File: config.mk
export PLATFORM = sky130hd
export DESIGN_NAME = subps_ctrl
export DESIGN_NICKNAME = d
export VERILOG_FILES = /design/src/rtl/subps_ctrl.sv
export SDC_FILE = /design/constraint.sdc
export NUM_CORES = 1
export LEC_CHECK = 0
export BUFFER_PORTS_ARGS = -buffer_cell sky130_fd_sc_hd__buf_2
export CAP_MARGIN = 10
export CELL_PAD_IN_SITES_DETAIL_PLACEMENT = 1
export CELL_PAD_IN_SITES_GLOBAL_PLACEMENT = 2
export CORE_ASPECT_RATIO = 0.9
export CORE_MARGIN = 4
export CORE_UTILIZATION = 43
export DETAILED_ROUTE_END_ITERATION = 8
export GPL_ROUTABILITY_DRIVEN = 0
export PLACE_DENSITY = 0.95
export SYNTH_ARGS = -nofsm -noshare
export SYNTH_HDL_FRONTEND = slang
export SYNTH_SLANG_ARGS = --single-unit
export TNS_END_PERCENT = 1
File: constraint.sdc
create_clock -name CP -period 3 [get_ports CP]
set_clock_uncertainty 0.1 [all_clocks]
set_input_delay 0.15 -clock CP [delete_from_list [all_inputs] [get_ports CP]]
set_output_delay 0.15 -clock CP [all_outputs]
set_load 0.005 [all_outputs]
File: src/rtl/subps_ctrl.sv
// subps_ctrl: owner of the SubPS branch-flag table (DEPTH x 1 bit).
// Arbitrates single-port access between one config port and two lookup
// ports, and sequences the power-up (INIT) and commanded (CLEAR) table wipe.
//
// Ports:
//   CP                   clock, rising edge
//   MR                   synchronous active-low reset
//   LA_Send/LA_Addr      lookup request A (level, held until LA_Ack)
//   LA_Ack/LA_MF         one-cycle completion pulse A / looked-up flag (held)
//   LB_*                 same as A, for port B
//   CF_Send/CF_Op        config request; op 01 write, 10 clear-all, 11 read, 00 no-op
//   CF_Addr/CF_Data      config address / write data
//   CF_Ack/CF_Rdata      one-cycle config completion pulse / read-back data (held)
//   Busy                 high while INIT or CLEAR is wiping the table
//   Err                  pulse with any Ack whose address is out of range
module subps_ctrl #(
    parameter int unsigned DEPTH = 64,
    parameter int unsigned AW    = 7
) (
    input  logic          CP,
    input  logic          MR,
    input  logic          LA_Send,
    input  logic [AW-1:0] LA_Addr,
    output logic          LA_Ack,
    output logic          LA_MF,
    input  logic          LB_Send,
    input  logic [AW-1:0] LB_Addr,
    output logic          LB_Ack,
    output logic          LB_MF,
    input  logic          CF_Send,
    input  logic [1:0]    CF_Op,
    input  logic [AW-1:0] CF_Addr,
    input  logic          CF_Data,
    output logic          CF_Ack,
    output logic          CF_Rdata,
    output logic          Busy,
    output logic          Err
);

    localparam int unsigned IW = $clog2(DEPTH);
    localparam logic [IW-1:0] PtrLast = IW'(DEPTH - 1);
    localparam logic [AW:0]   DepthLim = (AW + 1)'(DEPTH);

    localparam logic [1:0] OpNop   = 2'b00;
    localparam logic [1:0] OpWrite = 2'b01;
    localparam logic [1:0] OpClear = 2'b10;
    localparam logic [1:0] OpRead  = 2'b11;

    typedef enum logic [1:0] {StInit, StIdle, StClear} state_e;

    state_e           state_q, state_d;
    logic [IW-1:0]    ptr_q, ptr_d;
    logic             rr_q, rr_d;  // 0: A wins a tie, 1: B wins a tie
    logic [DEPTH-1:0] table_q, table_d;
    logic             la_ack_q, la_ack_d, lb_ack_q, lb_ack_d, cf_ack_q, cf_ack_d;
    logic             la_mf_q, la_mf_d, lb_mf_q, lb_mf_d, cf_rdata_q, cf_rdata_d;
    logic             err_q, err_d;

    logic cf_req, la_req, lb_req;
    logic cf_in, la_in, lb_in;

    // A port is never re-granted while its own Ack is showing.
    assign cf_req = CF_Send && !cf_ack_q;
    assign la_req = LA_Send && !la_ack_q;
    assign lb_req = LB_Send && !lb_ack_q;

    assign cf_in = ({1'b0, CF_Addr} < DepthLim);
    assign la_in = ({1'b0, LA_Addr} < DepthLim);
    assign lb_in = ({1'b0, LB_Addr} < DepthLim);

    always_comb begin
        state_d    = state_q;
        ptr_d      = ptr_q;
        rr_d       = rr_q;
        table_d    = table_q;
        la_ack_d   = 1'b0;
        lb_ack_d   = 1'b0;
        cf_ack_d   = 1'b0;
        err_d      = 1'b0;
        la_mf_d    = la_mf_q;
        lb_mf_d    = lb_mf_q;
        cf_rdata_d = cf_rdata_q;

        unique case (state_q)
            StInit, StClear: begin
                table_d[ptr_q] = 1'b0;
                ptr_d          = ptr_q + IW'(1);
                if (ptr_q == PtrLast) begin
                    state_d = StIdle;
                    ptr_d   = '0;
                    // Clear-all completes here; power-up wipe ends silently.
                    cf_ack_d = (state_q == StClear);
                end
            end
            StIdle: begin
                if (cf_req) begin
                    cf_ack_d = 1'b1;
                    unique case (CF_Op)
                        OpWrite: begin
                            if (cf_in) table_d[CF_Addr[IW-1:0]] = CF_Data;
                            err_d = !cf_in;
                        end
                        OpClear: begin
                            // Ack is deferred until the wipe finishes.
                            cf_ack_d = 1'b0;
                            state_d  = StClear;
                            ptr_d    = '0;
                        end
                        OpRead: begin
                            cf_rdata_d = cf_in && table_q[CF_Addr[IW-1:0]];
                            err_d      = !cf_in;
                        end
                        OpNop: ;
                        default: ;
                    endcase
                end else if (la_req && (!lb_req || !rr_q)) begin
                    la_ack_d = 1'b1;
                    la_mf_d  = la_in && table_q[LA_Addr[IW-1:0]];
                    err_d    = !la_in;
                    rr_d     = 1'b1;
                end else if (lb_req) begin
                    lb_ack_d = 1'b1;
                    lb_mf_d  = lb_in && table_q[LB_Addr[IW-1:0]];
                    err_d    = !lb_in;
                    rr_d     = 1'b0;
                end
            end
            default: begin
                state_d = StInit;
                ptr_d   = '0;
            end
        endcase
    end

    always_ff @(posedge CP) begin
        if (!MR) begin
            state_q    <= StInit;
            ptr_q      <= '0;
            rr_q       <= 1'b0;
            la_ack_q   <= 1'b0;
            lb_ack_q   <= 1'b0;
            cf_ack_q   <= 1'b0;
            la_mf_q    <= 1'b0;
            lb_mf_q    <= 1'b0;
            cf_rdata_q <= 1'b0;
            err_q      <= 1'b0;
        end else begin
            state_q    <= state_d;
            ptr_q      <= ptr_d;
            rr_q       <= rr_d;
            la_ack_q   <= la_ack_d;
            lb_ack_q   <= lb_ack_d;
            cf_ack_q   <= cf_ack_d;
            la_mf_q    <= la_mf_d;
            lb_mf_q    <= lb_mf_d;
            cf_rdata_q <= cf_rdata_d;
            err_q      <= err_d;
        end
    end

    // Table contents are established by the INIT wipe, so no reset here.
    always_ff @(posedge CP) begin
        table_q <= table_d;
    end

    assign LA_Ack   = la_ack_q;
    assign LA_MF    = la_mf_q;
    assign LB_Ack   = lb_ack_q;
    assign LB_MF    = lb_mf_q;
    assign CF_Ack   = cf_ack_q;
    assign CF_Rdata = cf_rdata_q;
    assign Err      = err_q;
    assign Busy     = (state_q != StIdle);

endmodule

# [Yosys cells after proc, flatten, opt, wreduce, memory -nomap -nowiden]
# Cells that the tools add are included.
[op_classes] n_addsub=1 order_cmp=9 n_eq_ne=12 n_mux=35 bitwise_logic=6 n_reduce_logical=33
[ops] cell="2-to-1 mux 64 bit" count=3
[ops] cell="one-hot mux 64 bit (2 select lines)" count=1
[ops] cell="AND 64 bit" count=1
[ops] cell="bitwise mux 64 bit" count=1
[ops] cell="inverter 64 bit" count=1
[ops] cell="less-than comparator 6 x 7 -> 1 bit, second input constant" count=4
[ops] cell="less-than comparator 7 bit, second input constant" count=3
[ops] cell="binary-select mux 1 bit (select 6 bit)" count=3
[ops] cell="2-to-1 mux 6 bit" count=3
[ops] cell="2-to-1 mux 1 bit" count=16
[ops] cell="demux 1 bit (select 6 bit)" count=2
[ops] cell=">= comparator 6 x 1 -> 1 bit, second input constant" count=2
[ops] cell="one-hot mux 6 bit (2 select lines)" count=1
[ops] cell="AND reduction 3 bit" count=4
[ops] cell="logical AND 1 bit" count=9
[ops] cell="logical NOT 1 bit" count=8
[ops] cell="AND reduction 4 bit" count=2
[ops] cell="adder 6 x 1 -> 6 bit, second input constant" count=1
[ops] cell="== test 2 bit, second input constant" count=3
[ops] cell="== test 6 bit, second input constant" count=1
[ops] cell="2-to-1 mux 2 bit" count=3
[ops] cell="!= test 2 x 1 -> 1 bit, second input constant" count=3
[ops] cell="!= test 2 bit, second input constant" count=3
[ops] cell="== test 2 x 1 -> 1 bit, second input constant" count=2
[ops] cell="other kinds (10)" count=16
[word_totals] register_bits=80 input_bits=29 output_inout_bits=8 elab_cells=107

# [Logic depth before layout (Yosys ltp)]
[logic_depth] depth_word=9 mapped_depth=10 ltp_nobuf=8

# [Worst setup path before layout]
# No wires, ideal clock.
[synth_path] path_type="flip-flop to flip-flop" start="reg table_q[43]" end="reg cf_rdata_q, in the netlist CF_Rdata" setup_ns=0.117 arrival_time_ns=1.684 t_required_ns=2.783 setup_slack_ns=1.099 path_stages_with_launch=7 path_buffers=0 path_cell_list="edfxtp_1 > mux2_4 > a221oi_1 > o221ai_1 > a222oi_1 > nand4_1 > a32o_1"
[synth_between] elab_chain_cells=3
[synth_rtl] item="start: declaration" line="54" rtl="logic [DEPTH-1:0] table_q, table_d;"
[synth_rtl] item="start signal: assignment" line="163" rtl="table_q <= table_d;"
[synth_rtl] item="binary-select mux 1 bit (select 6 bit)" line="110" rtl="cf_rdata_d = cf_in && table_q[CF_Addr[IW-1:0]];"
[synth_rtl] item="2-to-1 mux 1 bit (not written as such)" line="110"
[synth_rtl] item="logical AND 1 bit" line="110"
[synth_rtl] item="end signal: assignment" line="156" rtl="cf_rdata_q <= cf_rdata_d;"
[synth_rtl] item="end: declaration" line="56" rtl="logic la_mf_q, la_mf_d, lb_mf_q, lb_mf_d, cf_rdata_q, cf_rdata_d;"
# Every way passes these cells. The select of a mux whose other input is x is not followed.
# A chain may end at the register's enable or synchronous reset.

# [Final worst setup path]
[layout_path] start="reg state_q[0]" end="reg table_q[23] (data pin)"
[layout_between] elab_chain_cells=3 elab_cells_between_ends=5
[layout_rtl] item="start: declaration" line="51" rtl="state_e state_q, state_d;"
[layout_rtl] item="start signal: assignment" line="137" rtl="state_q <= StInit;"
[layout_rtl] item="start signal: assignment" line="148" rtl="state_q <= state_d;"
[layout_rtl] item="== test 2 bit or logical NOT 2 bit (tied branches)" line="84" rtl="unique case (state_q)"
[layout_rtl] item="OR reduction 2 bit" line="84"
[layout_rtl] item="one-hot mux 64 bit (2 select lines) (*)" line="84"
[layout_rtl] item="net table_d[23]" line="54"
# Mark *: on every way through the listed nets, which the timed path passes. The rest lies on a longest branch.

==> impl_metrics.tcl <==
set metrics [dict create \
    grt_setup_unrepaired "no" \
    fmax_mhz 428.4 \
    path_max_fanout 8 \
    grtUsageTotal_pct 28.90 \
    ir_worst_vdd_uv 293.9 \
    top_register "table_q" \
    synth_common_cells "90 x nor2_1, 75 x o21ai_0, 74 x a21oi_1" \
    cts_setup_buffers 0 \
    synth-main-ff-cell "edfxtp_1" \
    drt_iter0_drc 869 \
    hold_viol_final 0 \
    yosysTopAreaCellShare_pct 31.06 \
    grt_max_degree 130 \
    synth.area.top_cells "edfxtp_1 31%, mux4_2 11%, o211ai_1 7.9%" \
    yosysMostFrequentCell "nor2_1" \
    placed_cell_area_sq_um 6472 \
    rows 41 \
    fin_crit_sh_pct 77.81 \
    timing.slew.headroom_pct 42.05 \
    ys_ff_latch 80 \
    hold-worst-slack_ns 0.01421 \
    end_kind "flop" \
    final_util_pct 48.48 \
    vias_per_cell 6.973 \
    synthArstFlopShare_pct 0 \
    tightestPinTransition_ns 0.8626 \
    syn_area_sq_um 6187 \
    slew_viol_final 0 \
    die_w_microns 134.4 \
    path_class "reg -> reg" \
    setup_viol 0 \
    diodes 0 \
    cts-htree-levels 3 \
    ys_types 57 \
    antenna_found_initial 0 \
    synth.avg_cell_area_sq_um 9.360 \
    postRouteAntennaNets 0 \
    yosys_warnings 0 \
    leakage_nw 2.392 \
    die_h_microns 121.8 \
    finalSetupTns_ns 0 \
    fin_nets 696 \
    cts-resized-gates 0 \
    pre_cts_ws_ns 0.5480 \
    synth_nets 691 \
    synth-edff-count 64 \
    root_buffer "clkbuf_16" \
    worstSetupStartpointType "flop" \
    met1_length_mm 9.203 \
    drc 0 \
    path_clk_slew_ns 0.06 \
    grt_pass1_wl_mm 35.45 \
    synthCells 661 \
    wl_met2_mm 10.53 \
    reg.largest.list "table_q: 64 flops, ptr_q: 6 flops, state_q: 2 flops" \
    cp.required_ns 3.06 \
    drive_gt1_share_pct 17.88 \
    grt_overflow 0 \
    cts_sinks 80 \
    clk-insertion-delay-late_ns 0.36 \
    grt_pass1_vias 5859 \
    core_sq_um 14060 \
    pin_count 37 \
    reg2reg_setup_slack_ns 0.67 \
    area_growth_pct 10.13 \
    cts_buffers 9 \
    port_buffers 36 \
    place_hpwl_mm 16.06 \
    fp.dieArea_sq_um 16370 \
    fillers 1650 \
    cts_tree "done" \
    cap_viol_max_count 0 \
    synth_top_area_cell "edfxtp_1" \
    highest_layer "met4" \
    p_per_area_nw_per_um2 522.7 \
    status "finished clean" \
    min_path_type "in -> reg" \
    period_needed_ns 2.334 \
    drt_wl_total_mm 23.33 \
    cp.arrival_ns 2.40 \
    firstDrtPassIters 6 \
    via_count 6025 \
    ys_seq_area_share_pct 36.24 \
    finalWorstSetupSlack_ns 0.6656 \
    largest_reg_flops 64 \
    design_area_sq_um 6814 \
    drt-wirelength-per-cell_microns 27.00 \
    wl_met3_mm 2.545 \
    cts.path.max_buffers 2 \
    initial_core_util_pct 44.02 \
]
## critical path, cell delays in order (launching register included)
cell	delay (ns)
dfxtp_1	0.44
inv_1	0.17
nor2_1	0.28
and2_1	0.50
nand2_1	0.33
o21ai_0	0.31
## kinds of logic after synthesis
| logic type | Yosys count | synth area share, % |
|---|---|---|
| compound gates | 252 | 25.00 |
| xor+xnor | 3 | 0.4247 |
| fa+ha+maj | 1 | 0.2022 |
| buf+inv | 70 | 5.157 |
| flops | 80 | 36.24 |
| mux | 69 | 18.85 |
| simple gates | 186 | 14.14 |
## what timing repair did
action | CTS | global route
hold buffers | 3 | 0
hold endpoints to repair | 3 | 0
endpoints found under the setup margin | 0 | 0
## cell usage in the layout (no fill, tap or decap), types with 3 or more instances in the layout
cell type	Yosys	layout
a21oi_1	74	74
a221oi_1	7	7
a22oi_1	5	5
and3_1	4	4
and3b_1	3	3
buf_2	12	36
buf_4	3	15
clkbuf_16	0	9
clkinv_2	0	4
dfxtp_1	16	16
dlygate4sd3_1	0	3
edfxtp_1	64	64
inv_1	8	8
mux2_2	11	11
mux2i_1	22	22
mux4_1	5	5
mux4_2	30	30
nand2_1	38	38
nand2b_1	3	3
nand3_1	10	10
nand3b_1	6	6
nand4_1	4	4
nor2_1	90	90
nor2b_1	10	10
nor3_1	5	5
nor3b_2	3	3
o211ai_1	65	65
o21ai_0	75	75
o22ai_1	5	5
## report_power, final
group | switching [mW] | internal [mW]
Combinational | 0.378 | 0.384
Clock | 0.469 | 0.721
Sequential | 0.213 | 1.40
Total | 1.06 | 2.50
## path summary, 6_finish.rpt
check	start	endpoint	cells past startpoint
worst max-delay path	state_q[0]	table_q[23]	5
worst min-delay path	LA_Addr[4]	LA_MF	3
worst max register to register	state_q[0]	table_q[23]	5
worst min register to register	LB_MF	LB_MF	2
## routing by layer
metal	GRT usage, %	vias up
li1	-	2572
met1	38.96	2996
met2	43.97	386
met3	6.813	71
met4	14.12	0
met5	0	-
## per-stage QoR
stage | instances | total power [mW]
global placement | 845 | 2.306
global route | 864 | 3.672
floorplan | 661 | 2.072
CTS | 864 | 3.544
finish | 864 | 3.562
detailed placement | 845 | 2.358
## cell type report
class / instances / area, sq um / area share, %
Tap cell: 193 / 241.5 / 3.544
Multi-Input combinational cell: 511 / 3641 / 53.43
Clock buffer: 9 / 225.2 / 3.305
Timing Repair Buffer: 55 / 342.8 / 5.031
Clock inverter: 7 / 86.33 / 1.267
Inverter: 9 / 35.03 / 0.5141
Sequential cell: 80 / 2242 / 32.90
(Power assumes the default switching activity.)
